--- src/rtl/fd_cmd_if.sv ---
// Pattern-side command bus for the FD command collector.
// Carries valid pulses with their shared payload and the assembled command handshake.
`timescale 1ns/1ps
interface fd_cmd_if;
  logic        act_valid;
  logic        id_valid;
  logic        res_valid;
  logic        food_valid;
  logic        cus_valid;
  logic [15:0] D;
  logic        cmd_ready;

  logic        cmd_valid;
  logic [3:0]  cmd_act;
  logic [7:0]  cmd_dman_id;
  logic [7:0]  cmd_res_id;
  logic [1:0]  cmd_food_id;
  logic [3:0]  cmd_ser;
  logic [15:0] cmd_ctm;
  logic        proto_err;

  modport master (
    output act_valid, id_valid, res_valid, food_valid, cus_valid, D, cmd_ready,
    input  cmd_valid, cmd_act, cmd_dman_id, cmd_res_id, cmd_food_id, cmd_ser, cmd_ctm,
    input  proto_err
  );

  modport slave (
    input  act_valid, id_valid, res_valid, food_valid, cus_valid, D, cmd_ready,
    output cmd_valid, cmd_act, cmd_dman_id, cmd_res_id, cmd_food_id, cmd_ser, cmd_ctm,
    output proto_err
  );
endinterface

--- src/rtl/fd_cmd_collector.sv ---
// Collects per-field valid pulses into one complete FD command and holds it until accepted.
// Protocol violations raise a registered one-cycle proto_err pulse.
`timescale 1ns/1ps
module fd_cmd_collector (
  input logic   clk,
  input logic   rst,
  fd_cmd_if.slave bus
);

  typedef enum logic [2:0] {
    StIdle, StTake, StOrder, StDeliver, StCancelR, StCancelF, StCancelI, StHold
  } state_e;

  localparam logic [3:0] ActNone    = 4'd0;
  localparam logic [3:0] ActTake    = 4'd1;
  localparam logic [3:0] ActDeliver = 4'd2;
  localparam logic [3:0] ActOrder   = 4'd4;
  localparam logic [3:0] ActCancel  = 4'd8;

  state_e      state_q, state_d;
  logic [7:0]  dman_q, dman_d;
  logic [7:0]  res_q, res_d;
  logic [3:0]  act_q, act_d;
  logic [1:0]  food_q, food_d;
  logic [3:0]  ser_q, ser_d;
  logic [15:0] ctm_q, ctm_d;
  logic        err_q, err_d;

  logic [2:0]  n_valid;
  logic        any_valid;
  logic        multi_valid;

  assign n_valid = {2'b00, bus.act_valid} + {2'b00, bus.id_valid} + {2'b00, bus.res_valid}
                 + {2'b00, bus.food_valid} + {2'b00, bus.cus_valid};
  assign any_valid   = (n_valid != 3'd0);
  assign multi_valid = (n_valid > 3'd1);

  // Next-state and field-capture decode; exactly one legal pulse advances the command.
  always_comb begin
    state_d = state_q;
    dman_d  = dman_q;
    res_d   = res_q;
    act_d   = act_q;
    food_d  = food_q;
    ser_d   = ser_q;
    ctm_d   = ctm_q;
    err_d   = 1'b0;

    if (multi_valid) begin
      err_d = 1'b1;
      if (state_q != StHold) state_d = StIdle;
    end else if (state_q == StHold) begin
      // A held command is never disturbed by stray pulses.
      if (any_valid) begin
        err_d = 1'b1;
      end else if (bus.cmd_ready) begin
        state_d = StIdle;
      end
    end else if (any_valid) begin
      case (state_q)
        StIdle: begin
          if (bus.act_valid) begin
            case (bus.D[3:0])
              ActTake:    begin act_d = ActTake;    state_d = StTake;    end
              ActDeliver: begin act_d = ActDeliver; state_d = StDeliver; end
              ActOrder:   begin act_d = ActOrder;   state_d = StOrder;   end
              ActCancel:  begin act_d = ActCancel;  state_d = StCancelR; end
              default:    err_d = 1'b1;
            endcase
          end else begin
            err_d = 1'b1;
          end
        end
        StTake: begin
          if (bus.id_valid) begin
            dman_d = bus.D[7:0];
          end else if (bus.cus_valid) begin
            ctm_d   = bus.D;
            state_d = StHold;
          end else begin
            err_d   = 1'b1;
            state_d = StIdle;
          end
        end
        StDeliver: begin
          if (bus.id_valid) begin
            dman_d  = bus.D[7:0];
            state_d = StHold;
          end else begin
            err_d   = 1'b1;
            state_d = StIdle;
          end
        end
        StOrder: begin
          if (bus.res_valid) begin
            res_d = bus.D[7:0];
          end else if (bus.food_valid) begin
            food_d  = bus.D[5:4];
            ser_d   = bus.D[3:0];
            state_d = StHold;
          end else begin
            err_d   = 1'b1;
            state_d = StIdle;
          end
        end
        StCancelR: begin
          if (bus.res_valid) begin
            res_d   = bus.D[7:0];
            state_d = StCancelF;
          end else begin
            err_d   = 1'b1;
            state_d = StIdle;
          end
        end
        StCancelF: begin
          if (bus.food_valid) begin
            food_d  = bus.D[5:4];
            ser_d   = 4'd0;
            state_d = StCancelI;
          end else begin
            err_d   = 1'b1;
            state_d = StIdle;
          end
        end
        StCancelI: begin
          if (bus.id_valid) begin
            dman_d  = bus.D[7:0];
            state_d = StHold;
          end else begin
            err_d   = 1'b1;
            state_d = StIdle;
          end
        end
        default: state_d = StIdle;
      endcase
    end
  end

  // State and captured fields; reset wipes any partial or held command.
  always_ff @(posedge clk) begin
    if (rst) begin
      state_q <= StIdle;
      dman_q  <= 8'd0;
      res_q   <= 8'd0;
      act_q   <= ActNone;
      food_q  <= 2'd0;
      ser_q   <= 4'd0;
      ctm_q   <= 16'd0;
      err_q   <= 1'b0;
    end else begin
      state_q <= state_d;
      dman_q  <= dman_d;
      res_q   <= res_d;
      act_q   <= act_d;
      food_q  <= food_d;
      ser_q   <= ser_d;
      ctm_q   <= ctm_d;
      err_q   <= err_d;
    end
  end

  assign bus.cmd_valid   = (state_q == StHold);
  assign bus.cmd_act     = act_q;
  assign bus.cmd_dman_id = dman_q;
  assign bus.cmd_res_id  = res_q;
  assign bus.cmd_food_id = food_q;
  assign bus.cmd_ser     = ser_q;
  assign bus.cmd_ctm     = ctm_q;
  assign bus.proto_err   = err_q;

endmodule

--- src/flat_wrapper.sv ---
// flat-port wrapper written by rule: the top's interface ports become plain ports
module fd_cmd_collector_flat 
  (clk, rst, bus_act_valid, bus_id_valid, bus_res_valid, bus_food_valid, bus_cus_valid, bus_D, bus_cmd_ready, bus_cmd_valid, bus_cmd_act, bus_cmd_dman_id, bus_cmd_res_id, bus_cmd_food_id, bus_cmd_ser, bus_cmd_ctm, bus_proto_err);
  fd_cmd_if bus_i ();
  input logic clk;
  input logic rst;
  input wire logic [$bits(bus_i.act_valid)-1:0] bus_act_valid;
  input wire logic [$bits(bus_i.id_valid)-1:0] bus_id_valid;
  input wire logic [$bits(bus_i.res_valid)-1:0] bus_res_valid;
  input wire logic [$bits(bus_i.food_valid)-1:0] bus_food_valid;
  input wire logic [$bits(bus_i.cus_valid)-1:0] bus_cus_valid;
  input wire logic [$bits(bus_i.D)-1:0] bus_D;
  input wire logic [$bits(bus_i.cmd_ready)-1:0] bus_cmd_ready;
  output wire logic [$bits(bus_i.cmd_valid)-1:0] bus_cmd_valid;
  output wire logic [$bits(bus_i.cmd_act)-1:0] bus_cmd_act;
  output wire logic [$bits(bus_i.cmd_dman_id)-1:0] bus_cmd_dman_id;
  output wire logic [$bits(bus_i.cmd_res_id)-1:0] bus_cmd_res_id;
  output wire logic [$bits(bus_i.cmd_food_id)-1:0] bus_cmd_food_id;
  output wire logic [$bits(bus_i.cmd_ser)-1:0] bus_cmd_ser;
  output wire logic [$bits(bus_i.cmd_ctm)-1:0] bus_cmd_ctm;
  output wire logic [$bits(bus_i.proto_err)-1:0] bus_proto_err;
  assign bus_i.act_valid = bus_act_valid;
  assign bus_i.id_valid = bus_id_valid;
  assign bus_i.res_valid = bus_res_valid;
  assign bus_i.food_valid = bus_food_valid;
  assign bus_i.cus_valid = bus_cus_valid;
  assign bus_i.D = bus_D;
  assign bus_i.cmd_ready = bus_cmd_ready;
  assign bus_cmd_valid = bus_i.cmd_valid;
  assign bus_cmd_act = bus_i.cmd_act;
  assign bus_cmd_dman_id = bus_i.cmd_dman_id;
  assign bus_cmd_res_id = bus_i.cmd_res_id;
  assign bus_cmd_food_id = bus_i.cmd_food_id;
  assign bus_cmd_ser = bus_i.cmd_ser;
  assign bus_cmd_ctm = bus_i.cmd_ctm;
  assign bus_proto_err = bus_i.proto_err;
  fd_cmd_collector u_core (.clk(clk), .rst(rst), .bus(bus_i));
endmodule
--- config.mk ---
export PLATFORM = sky130hd
export DESIGN_NAME = fd_cmd_collector_flat
export DESIGN_NICKNAME = d
export VERILOG_FILES = /design/src/rtl/fd_cmd_if.sv /design/src/rtl/fd_cmd_collector.sv /design/src/flat_wrapper.sv
export SDC_FILE = /design/constraint.sdc
export NUM_CORES = 1
export LEC_CHECK = 0
export BUFFER_PORTS_ARGS = -buffer_cell sky130_fd_sc_hd__buf_2
export CAP_MARGIN = 30
export CORE_UTILIZATION = 52
export CTS_BUF_LIST = sky130_fd_sc_hd__clkbuf_16
export CTS_CLUSTER_SIZE = 12
export DETAILED_ROUTE_END_ITERATION = 10
export GPL_TIMING_DRIVEN = 0
export PLACE_DENSITY = 0.81
export SLEW_MARGIN = 30
export SYNTH_ARGS = -nofsm -noshare
export SYNTH_HDL_FRONTEND = slang
export SYNTH_SLANG_ARGS = --single-unit
--- constraint.sdc ---
create_clock -name clk -period 4.5 [get_ports clk]
set_input_delay 0.225 -clock clk [delete_from_list [all_inputs] [get_ports clk]]
set_output_delay 0.225 -clock clk [all_outputs]
set_load 0.05 [all_outputs]
Yosys cells after proc, flatten, opt, wreduce, memory -nomap -nowiden
Index checks and enable logic that the tools add are counted.

operators by class
  $add $sub $neg = 4
  equality and inequality tests = 21
  reductions and logical operators = 17
  $lt $le $gt $ge = 1
  mux-type cells = 37
  bitwise operators = 3

operators with widths
  kind                  count
  $mux W3               14
  $pmux W3 S6           1
  $pmux W4 S4           1
  $reduce_and A5 Y1     3
  $eq A3 B3 Y1 const B  4
  $mux W1               12
  $mux W4               3
  $ne A4 B3 Y1 const B  3
  $pmux W3 S4           1
  $reduce_and A6 Y1     2
  $add A3 B1 Y3         3
  $reduce_bool A3 Y1    3
  $ne A2 B2 Y1 const B  4
  $pmux W4 S2           1
  $reduce_and A8 Y1     1
  $ne A7 B6 Y1 const B  1
  $reduce_and A7 Y1     1
  $eq A3 B2 Y1 const B  2
  $ne A3 B3 Y1 const B  2
  $pmux W1 S6           1
  $eq A4 B1 Y1 const B  1
  $eq A4 B2 Y1 const B  1
  $eq A4 B3 Y1 const B  1
  $eq A4 B4 Y1 const B  1
  12 further kinds      16

storage, ports and cells
  output and inout port bits = 44
  logic and storage cells = 91
  input port bits = 24
  flip-flop bits (word level) = 46

Longest topological paths before layout
Gate-level depths: netlist of run 1.

  depth after elaboration = 8
  depth in mapped cells = 13
  mapped depth without buffers = 11

Worst setup path after synthesis of run 1
Ideal clock, no wire load.

  kind = input-to-reg
  from = in bus_id_valid
  to = reg u_core.res_q[0] (netlist: u_core.bus.cmd_res_id[0])
  slack = 1,470 ps
  data required time = 4,372 ps
  arrival time = 2,902 ps
  cell stages on the path = 12
  setup time = 128 ps
  buffers on the path = 1
  cell sequence = ha_1 inv_1 fa_1 inv_1 ha_1 fa_1 nor2_1 nand2_1 or4_1 clkbuf_1 mux2i_1 nor2_1

between the ends
  word-level cells in the longest chain between the ends = 7
  elaborated cells between the ends (all ways) = 8
  those cells by class = add/sub (4); order compare (1); bitwise (1); reduce/logical (2)

ends and longest elaborated chain
  item                           RTL line                 RTL
  start, declared                flat_wrapper.sv:8        input wire logic [$bits(bus_i.id_valid)-1:0] bus_id_valid;
  $add A1 B1 Y2 *                fd_cmd_collector.sv:33   assign n_valid = {2'b00, bus.act_valid} + {2'b00, bus.id_valid} + {2'b00, bus.res_valid}
  $add A3 B1 Y3 *                fd_cmd_collector.sv:33
  $add A3 B1 Y3 * (2 in a row)   fd_cmd_collector.sv:34   + {2'b00, bus.food_valid} + {2'b00, bus.cus_valid};
  $gt A3 B1 Y1                   fd_cmd_collector.sv:36   assign multi_valid = (n_valid > 3'd1);
  $not A1 Y1 (no line)           --
  $reduce_and A5 Y1 (no line) *  --
  end signal, assigned           fd_cmd_collector.sv:153  res_q <= res_d;
  end, declared                  fd_cmd_collector.sv:22   logic [7:0] res_q, res_d;

Every way passes the cells marked *; elsewhere a longest branch is shown, timed or not.
A chain may end at the register's enable or synchronous reset.

Worst setup path in the final report of run 1
  from = in bus_id_valid
  to = reg u_core.res_q[6] (netlist: u_core.bus.cmd_res_id[6])

Same word-level chain as after synthesis.

==> results of run 1 <==
[sequential cells by signal, summed over array words and instances, names as in the netlist]
register                cells
u_core.bus.cmd_res_id       8
u_core.bus.cmd_food_id      2
u_core.bus.cmd_ctm         16
u_core.bus.cmd_ser          4
u_core.bus.proto_err        1
u_core.bus.cmd_dman_id      8
u_core.state_q              3
u_core.bus.cmd_act          4
[logic make-up (layout without fill, tap and decap cells)]
logic type / count (synthesis) / after routing
XOR/XNOR: 4 / 4
AND/OR/NAND/NOR: 93 / 93
multiplexers: 43 / 43
AO/OA/AOI/OAI: 30 / 30
adder cells (fa/ha/maj): 4 / 4
buffers and inverters: 25 / 99
flip-flops: 46 / 46
[power groups by stage]
stage          Sequential, mW  Combinational, mW  Clock, mW
6_report                0.411              0.112      0.367
5_1_grt                 0.411              0.121      0.389
4_1_cts                 0.411              0.109      0.371
3_5_place_dp            0.421              0.107          0
3_3_place_gp            0.420              0.105          0
2_1_floorplan           0.430             0.0634          0
[worst reg2reg max path, delay by kind of cell, from the launching register on]
family        cells  cell delay (ns)
mux               1             0.29
simple gates      4             0.69
buf+inv           2             0.76
flops             1             0.41
[layout by cell type, fill, tap and decap left out, drive strengths merged, types with 2 or more instances in the layout]
| cell type | netlist | routed |
|---|---|---|
| and2 | 5 | 5 |
| nor4 | 2 | 2 |
| nand4 | 2 | 2 |
| a31oi | 2 | 2 |
| or4b | 3 | 3 |
| o21ai | 8 | 8 |
| nor2 | 48 | 48 |
| clkinv | 0 | 2 |
| nand3 | 4 | 4 |
| nor3b | 3 | 3 |
| inv | 8 | 9 |
| or3 | 2 | 2 |
| nor3 | 5 | 5 |
| nand4b | 2 | 2 |
| buf | 5 | 71 |
| xnor2 | 3 | 3 |
| clkbuf | 12 | 17 |
| a21oi | 4 | 4 |
| a21o | 2 | 2 |
| nor2b | 2 | 2 |
| o211ai | 4 | 4 |
| nand2 | 6 | 6 |
| or4 | 2 | 2 |
| or4bb | 2 | 2 |
| fa | 2 | 2 |
| mux2i | 42 | 42 |
| dfxtp | 46 | 46 |
| ha | 2 | 2 |
[layer usage]
| metal | routed length, um | global-route usage [%] | vias up |
|---|---|---|---|
| li1 | - | - | 999 |
| met1 | 2510 | 32.9 | 957 |
| met2 | 2850 | 45.5 | 96 |
| met3 | 368 | 7.00 | 15 |
| met4 | 148 | 10.2 | 0 |
| met5 | 0 | 0 | - |
[path summary, 6_finish.rpt]
check,start,end
worst min-delay path,bus_D[10],u_core.bus.cmd_ctm[10]
worst max register to register,u_core.state_q[0],u_core.bus.cmd_ser[0]
worst max-delay path,bus_id_valid,u_core.bus.cmd_res_id[6]
worst min register to register,u_core.bus.cmd_ctm[10],u_core.bus.cmd_ctm[10]
[area by class of cell]
cell class              count  area share, %
plain buffers              17           2.96
repair buffers             66           11.8
well taps                  50           2.24
clock buffers               5           4.49
inverters                   8           1.08
flip-flops and latches     46           33.0
multi-input cells         174           43.7
clock inverters             3          0.673
==> flow_summary.yaml, run 1 <==
grt:
  antenna_found_initial: 0
  grt_pass1_vias: 1920
  grt-ovfl-total: 0
  grt_max_degree: 16
  grt.total_usage_pct: 27.0
  grt_first_pass_wirelength_um: 9030
power_and_ir_drop:
  p_sw_uw: 236
  power_frac_comb_pct: 12.6
  swShare_pct: 26.5
  power_frac_clock_pct: 41.2
  power_density_nw_per_um2: 319
  pwr-share-seq_pct: 46.2
  power.leakage_nw: 1.53
  total_power_uw: 890
  p_int_uw: 654
  vdd_drop_max_v: 0.000292
timing:
  holdWs_ns: 0.166
  finClkSkew_ns: 0.00427
  finalCriticalPeriod_ns: 3.37
  worstMarginPinSlew_ns: 0.888
  fmax_mhz: 297
  setup_violations: 0
  hold_viol_final: 0
  slew_viol_final: 0
  setup_ws_ns: 1.13
  finalCritPeriodShare_pct: 74.9
  rsz0062_at_grt: "false"
  slew_headroom_pct: 39.3
  finalSetupTns_ns: 0
run_status:
  status: "complete, no violations"
yosys:
  synth_fp_nets: 273
  async_reset_ff_share_pct: 0
  synthMuxAreaShare_pct: 19.2
  ys_types: 48
  synthCells: 245
  syn_area_sq_um: 2250
  yosys.area_share.xor_xnor_pct: 1.56
  synth_top_family_by_area: "simple AND/OR/NAND/NOR gates"
  yosysMostFrequentCell: "nor2_1"
  ys.warnings.count: 0
  synthAdderAreaFrac_pct: 2.89
  synth-seq-area-share_pct: 40.9
  synthSimpleGateAreaFrac_pct: 21.2
  synth_compound_area_share_pct: 9.28
  yosys-top-cells-area: "dfxtp_1 41%, mux2i_1 19%, nor2_1 8.0%"
  synth_flop_cell: "dfxtp_1"
  syn_avg_cell_area_sq_um: 9.19
  yosys.area.top_type: "dfxtp_1"
  synth_commonest_cells: "48 x nor2_1, 46 x dfxtp_1, 42 x mux2i_1, 12 x clkbuf_1"
  synth-seq-cells: 46
  synth_top_cell_area_share_pct: 40.9
  synth_edf_count: 0
detailed_routing:
  vias_per_cell: 5.60
  firstDrtPassIters: 4
  via_count: 2067
  drt_iter0_drc: 104
  wl_um: 5880
  drc: 0
  ant_nets: 0
  wl_per_cell_um: 15.9
placement:
  port_buffers: 66
  dp.cells: 361
  dp_hpwl_um: 4060
  placed_area_sq_um: 2650
  pre_cts_slack_ns: 0.894
  place.gp.congestion: 0.910
clock_network:
  post-cts-setup-buffers: 0
  clk_latency_ns: 0.29
  clk_pin_slew_ns: 0.06
  cts-hold-fix-buffers: 0
  clockRootBuffer: "clkbuf_16"
  cts.sinks: 46
  htree_levels: 2
  cts_tree: "yes"
  ctsResizeCount: 0
  cts_made_buffers: 5
  cts.path.max_buffers: 2
worst_setup_path:
  crit_cells: 13
  r2r_slack_ns: 2.23
  required_ns: 4.66
  endpoint_kind: "register"
  cp-start-kind: "input pin"
  crit_buf_inv: 4
  critPathKind: "input pin to register"
  ff2ff_path_depth: 7
  crit_chain: "buf_2, ha_1, inv_1, fa_1, inv_1, ha_1, fa_1, nor2_1, nand2_1, or4_1, clkbuf_1, mux2i_1, nor2_1"
  crit_arrival_ns: 3.53
  crit_path_max_incr_delay_ns: 0.48
  critPathMaxFanout: 8
  cp_top_family: "adder cells"
  cp_slowest_cell: "fa_1"
layout:
  fillerInstances: 368
  nets: 346
  antenna_cells: 0
  multiInputGateArea_sq_um: 1220
  final_core_utilization_pct: 68.2
  drive_above_1_share_pct: 26.6
  seqCellArea_sq_um: 921
  final_cell_area_sq_um: 2790
  area_growth_pct: 23.8
  layout.cells.non_filler: 369
die:
  core_sq_um: 4090
  die_w_um: 67.8
  die_area_sq_um: 4600
  die_h_um: 67.8
  rows: 23
  start_util_pct: 55.1
  io_pins: 68
min_path:
  hold_path.class: "input pin to register"
  whs_path_depth: 3
flow_run:
  cap_violations: 0
(Power assumes the default switching activity.)
==> run 2: changes to the inputs <==
CORE_UTILIZATION = 51   (was 52)
PLACE_DENSITY = 0.79   (was 0.81)
clock period = 3.5 ns   (was 4.5 ns; I/O delays follow)
==> flow_summary.yaml, run 2 (same netlist as run 1, synthesis figures left out) <==
run_status:
  status: "complete, no violations"
timing:
  fmax_mhz: 301
  worstMarginPinSlew_ns: 0.737
  setup_violations: 0
  finalCritPeriodShare_pct: 94.8
  finClkSkew_ns: 0.00299
  holdWs_ns: 0.119
  hold_viol_final: 0
  finalSetupTns_ns: 0
  finalCriticalPeriod_ns: 3.32
  slew_viol_final: 0
  slew_headroom_pct: 50.9
  rsz0062_at_grt: "false"
  setup_ws_ns: 0.181
worst_setup_path:
  required_ns: 3.65
  cp_slowest_cell: "fa_1"
  crit_arrival_ns: 3.47
  crit_buf_inv: 4
  crit_chain: "buf_2, ha_1, inv_1, fa_1, inv_1, ha_1, fa_1, nor2_1, nand2_1, or4_1, clkbuf_1, mux2i_1, nor2_1"
  crit_path_max_incr_delay_ns: 0.48
  r2r_slack_ns: 1.23
  cp_top_family: "adder cells"
  critPathMaxFanout: 8
  cp-start-kind: "input pin"
  endpoint_kind: "register"
  critPathKind: "input pin to register"
detailed_routing:
  vias_per_cell: 5.58
  firstDrtPassIters: 4
  ant_nets: 0
  drt_iter0_drc: 144
  via_count: 2058
  wl_um: 5510
  wl_per_cell_um: 14.9
  drc: 0
layout:
  fillerInstances: 363
  layout.cells.non_filler: 369
  area_growth_pct: 25.2
  drive_above_1_share_pct: 26.6
  nets: 346
  antenna_cells: 0
  layout.cells.most_common: "buf_2"
  layout_common_cells: "69 x buf_2, 48 x nor2_1, 46 x dfxtp_1, 42 x mux2i_1, 12 x clkbuf_1"
  largest_register_ffs: 16
placement:
  place.gp.congestion: 0.936
  pre_cts_slack_ns: -0.0632
  dp_hpwl_um: 3860
  dp.cells: 361
  port_buffers: 66
die:
  io_pins: 68
  die_w_um: 68.5
  start_util_pct: 54.7
  core_sq_um: 4120
  die_area_sq_um: 4690
  die_h_um: 68.5
  rows: 23
power_and_ir_drop:
  power_density_nw_per_um2: 433
  power.leakage_nw: 1.54
  vdd_drop_max_v: 0.000463
  total_power_mw: 1.22
clock_network:
  clk_latency_ns: 0.28
  cts.sinks: 46
  clk_pin_slew_ns: 0.07
  cts_made_buffers: 5
  cts-hold-fix-buffers: 0
  cts.path.max_buffers: 2
  cts_tree: "yes"
  post-cts-setup-buffers: 0
  ctsResizeCount: 0
  htree_levels: 2
  clockRootBuffer: "clkbuf_16"
grt:
  antenna_found_initial: 0
  grt.total_usage_pct: 25.0
  grt_first_pass_wirelength_um: 8440
  grt-ovfl-total: 0
  grt_max_degree: 17
  grt_pass1_vias: 1834
flow_run:
  cap_violations: 0
min_path:
  hold_path.class: "input pin to register"
[run 2: cell types whose count changed in the layout (fill, tap and decap cells not counted), sizes merged]
cell      change
bufinv        +1
clkinv        -2
clkinvlp      +1
[run 2: tightest hold or removal path, delay by kind of cell]
family	cells	cell delay (ns)
buffers and inverters	1	0.07
multiplexers	1	0.05
AND/OR/NAND/NOR	1	0.07
[run 2: area by class of cell]
class | count | area (sq um) | area share [%]
Sequential cell | 46 | 921 | 32.7
Buffer | 17 | 82.6 | 2.93
Clock buffer | 5 | 125 | 4.44
Inverter | 8 | 30.0 | 1.07
Timing Repair Buffer | 66 | 330 | 11.7
Tap cell | 50 | 62.6 | 2.22
Multi-Input combinational cell | 174 | 1220 | 43.2
Clock inverter | 3 | 48.8 | 1.73
[run 2: path summary, 6_finish.rpt]
path / startpoint / end / depth (start not counted)
worst max register to register: u_core.state_q[0] / u_core.bus.cmd_ser[3] / 7
worst min-delay path: bus_D[10] / u_core.bus.cmd_ctm[10] / 3
worst max-delay path: bus_id_valid / u_core.bus.cmd_res_id[0] / 13
worst min register to register: u_core.bus.cmd_dman_id[4] / u_core.bus.cmd_dman_id[4] / 2
[run 2: stage by stage]
stage | instance area, sq um | utilization, %
final | 2820 | 68.5
after global placement | 2650 | 64.3
after global routing | 2820 | 68.5
after floorplan | 2250 | -
after detailed placement | 2650 | 64.3
after CTS | 2820 | 68.5
[run 2: routing by layer]
layer  vias to the layer above  routed length, um  track usage [%]
met5                         -                  0                0
li1                       1006                  -                -
met2                        78               2670             41.1
met1                       964               2420             31.6
met4                         0                 84             8.59
met3                        10                345             6.17
[run 2: power breakdown]
group,total (mW),internal (mW),switching (mW)
sequential,0.529,0.527,0.00164
combinational,0.140,0.0494,0.0904
clock,0.553,0.342,0.211
total,1.22,0.918,0.303
==> run 3: changes to the inputs <==
GPL_ROUTABILITY_DRIVEN = 0   (was default)
GPL_TIMING_DRIVEN = default   (was 0)
==> flow_summary.yaml, run 3 (same netlist as run 1, synthesis figures left out) <==
run_status:
  status: "complete, no violations"
grt:
  grt_pass1_vias: 1694
  grt-ovfl-total: 0
  grt_max_degree: 47
  antenna_found_initial: 0
  grt.total_usage_pct: 23.6
  grt_first_pass_wirelength_um: 8100
worst_setup_path:
  crit_buf_inv: 3
  crit_chain: "buf_2, ha_1, inv_1, fa_1, inv_1, ha_1, fa_1, nor2_1, nand2_1, or4_1, mux2i_1, nor2_1"
  startpoint: "bus_id_valid"
  r2r_start: "u_core.state_q[0]"
  cp_top_family: "adder cells"
  crit_path_max_incr_delay_ns: 0.75
  cp-start-kind: "input pin"
  critPathKind: "input pin to register"
  required_ns: 3.64
  cp_slowest_cell: "or4_1"
  endpoint_kind: "register"
  crit_arrival_ns: 3.18
  critPathMaxFanout: 8
detailed_routing:
  drt_iter0_drc: 187
  via_count: 1964
  wl_um: 5270
  drc: 0
  firstDrtPassIters: 4
  ant_nets: 0
  vias_per_cell: 5.52
  wl_per_cell_um: 14.8
timing:
  finalCritPeriodShare_pct: 87.0
  finalCriticalPeriod_ns: 3.05
  slew_headroom_pct: 43.9
  finalSetupTns_ns: 0
  finClkSkew_ns: 0.00204
  slew_viol_final: 0
  worstMarginPinSlew_ns: 0.841
  setup_ws_ns: 0.454
  fmax_mhz: 328
  setup_violations: 0
  hold_viol_final: 0
  rsz0062_at_grt: "false"
flow_run:
  cap_violations: 0
die:
  die_w_um: 68.5
  die_area_sq_um: 4690
  start_util_pct: 54.7
  die_h_um: 68.5
  rows: 23
  core_sq_um: 4120
  io_pins: 68
clock_network:
  cts_tree: "yes"
  clk_latency_ns: 0.28
  ctsResizeCount: 0
  htree_levels: 2
  post-cts-setup-buffers: 0
  cts-hold-fix-buffers: 0
  cts_made_buffers: 5
  cts.sinks: 46
  clk_pin_slew_ns: 0.06
  clockRootBuffer: "clkbuf_16"
  cts.path.max_buffers: 2
power_and_ir_drop:
  power_density_nw_per_um2: 414
  total_power_mw: 1.13
  p_sw_uw: 289
  power_frac_comb_pct: 12.3
  power_frac_clock_pct: 40.7
  p_int_uw: 841
  vdd_drop_max_v: 0.000374
  pwr-share-seq_pct: 47.0
  swShare_pct: 25.5
  power.leakage_nw: 1.51
layout:
  largest_register_ffs: 16
  drive_above_1_share_pct: 26.8
  fillerInstances: 358
  area_growth_pct: 21.3
  layout.cells.most_common: "buf_2"
  layout_common_cells: "67 x buf_2, 48 x nor2_1, 46 x dfxtp_1, 42 x mux2i_1, 9 x inv_1"
  nets: 333
  antenna_cells: 0
placement:
  pre_cts_slack_ns: 0.199
  dp_hpwl_um: 3550
  port_buffers: 67
min_path:
  hp-start: "bus_D[10]"
  hold_path.class: "input pin to register"
## run 3: cell types whose count changed in the layout (fill, tap and decap cells not counted), sizes merged
| cell | previous run | this run |
|---|---|---|
| clkinv | 0 | 1 |
| bufinv | 1 | 0 |
| clkinvlp | 1 | 0 |
| inv | 9 | 10 |
| clkbuf | 17 | 5 |
| buf | 71 | 70 |
## run 3: area by class of cell
| class | count | area (sq um) | area share [%] |
|---|---|---|---|
| clock buffer | 5 | 125 | 4.58 |
| timing repair buffer | 70 | 358 | 13.1 |
| sequential | 46 | 921 | 33.7 |
| inverter | 8 | 30.0 | 1.10 |
| clock inverter | 3 | 16.3 | 0.596 |
| tap | 50 | 62.6 | 2.29 |
| multi-input combinational | 174 | 1220 | 44.6 |
## run 3: power groups by stage
stage | clock network [mW] | registers [mW] | logic (mW)
finish | 0.459 | 0.531 | 0.139
global route | 0.494 | 0.532 | 0.152
CTS | 0.471 | 0.531 | 0.136
detailed placement | 0 | 0.543 | 0.135
global placement | 0 | 0.543 | 0.134
floorplan | 0 | 0.552 | 0.0815
## run 3: path summary, 6_finish.rpt
check                              to  slack, ns  cells past startpoint
min            u_core.bus.cmd_ctm[10]       0.12                      3
max reg2reg    u_core.bus.cmd_ctm[11]       1.13                      5
max          u_core.bus.cmd_res_id[0]       0.45                     12
min reg2reg    u_core.bus.cmd_ctm[10]       0.49                      2
## run 3: worst min-delay path, stage by stage
cell and delay, ns:
buf_2 0.07, mux2i_1 0.05, nor2_1 0.07
## run 3: routing by layer
metal	wire length, um	track usage, %
met5	0	0
met4	44	5.73
met3	410	7.17
met2	2440	37.6
met1	2370	31.0
## run 3: per-stage QoR
step / utilization (%) / instance area, sq um / hold slack (ns) / instances
floorplan: - / 2250 / 0.319 / 245
global placement: 62.9 / 2590 / 0.408 / 348
detailed placement: 62.9 / 2590 / 0.417 / 348
CTS: 66.4 / 2730 / 0.122 / 356
global route: 66.4 / 2730 / 0.134 / 356
finish: 66.4 / 2730 / 0.124 / 356
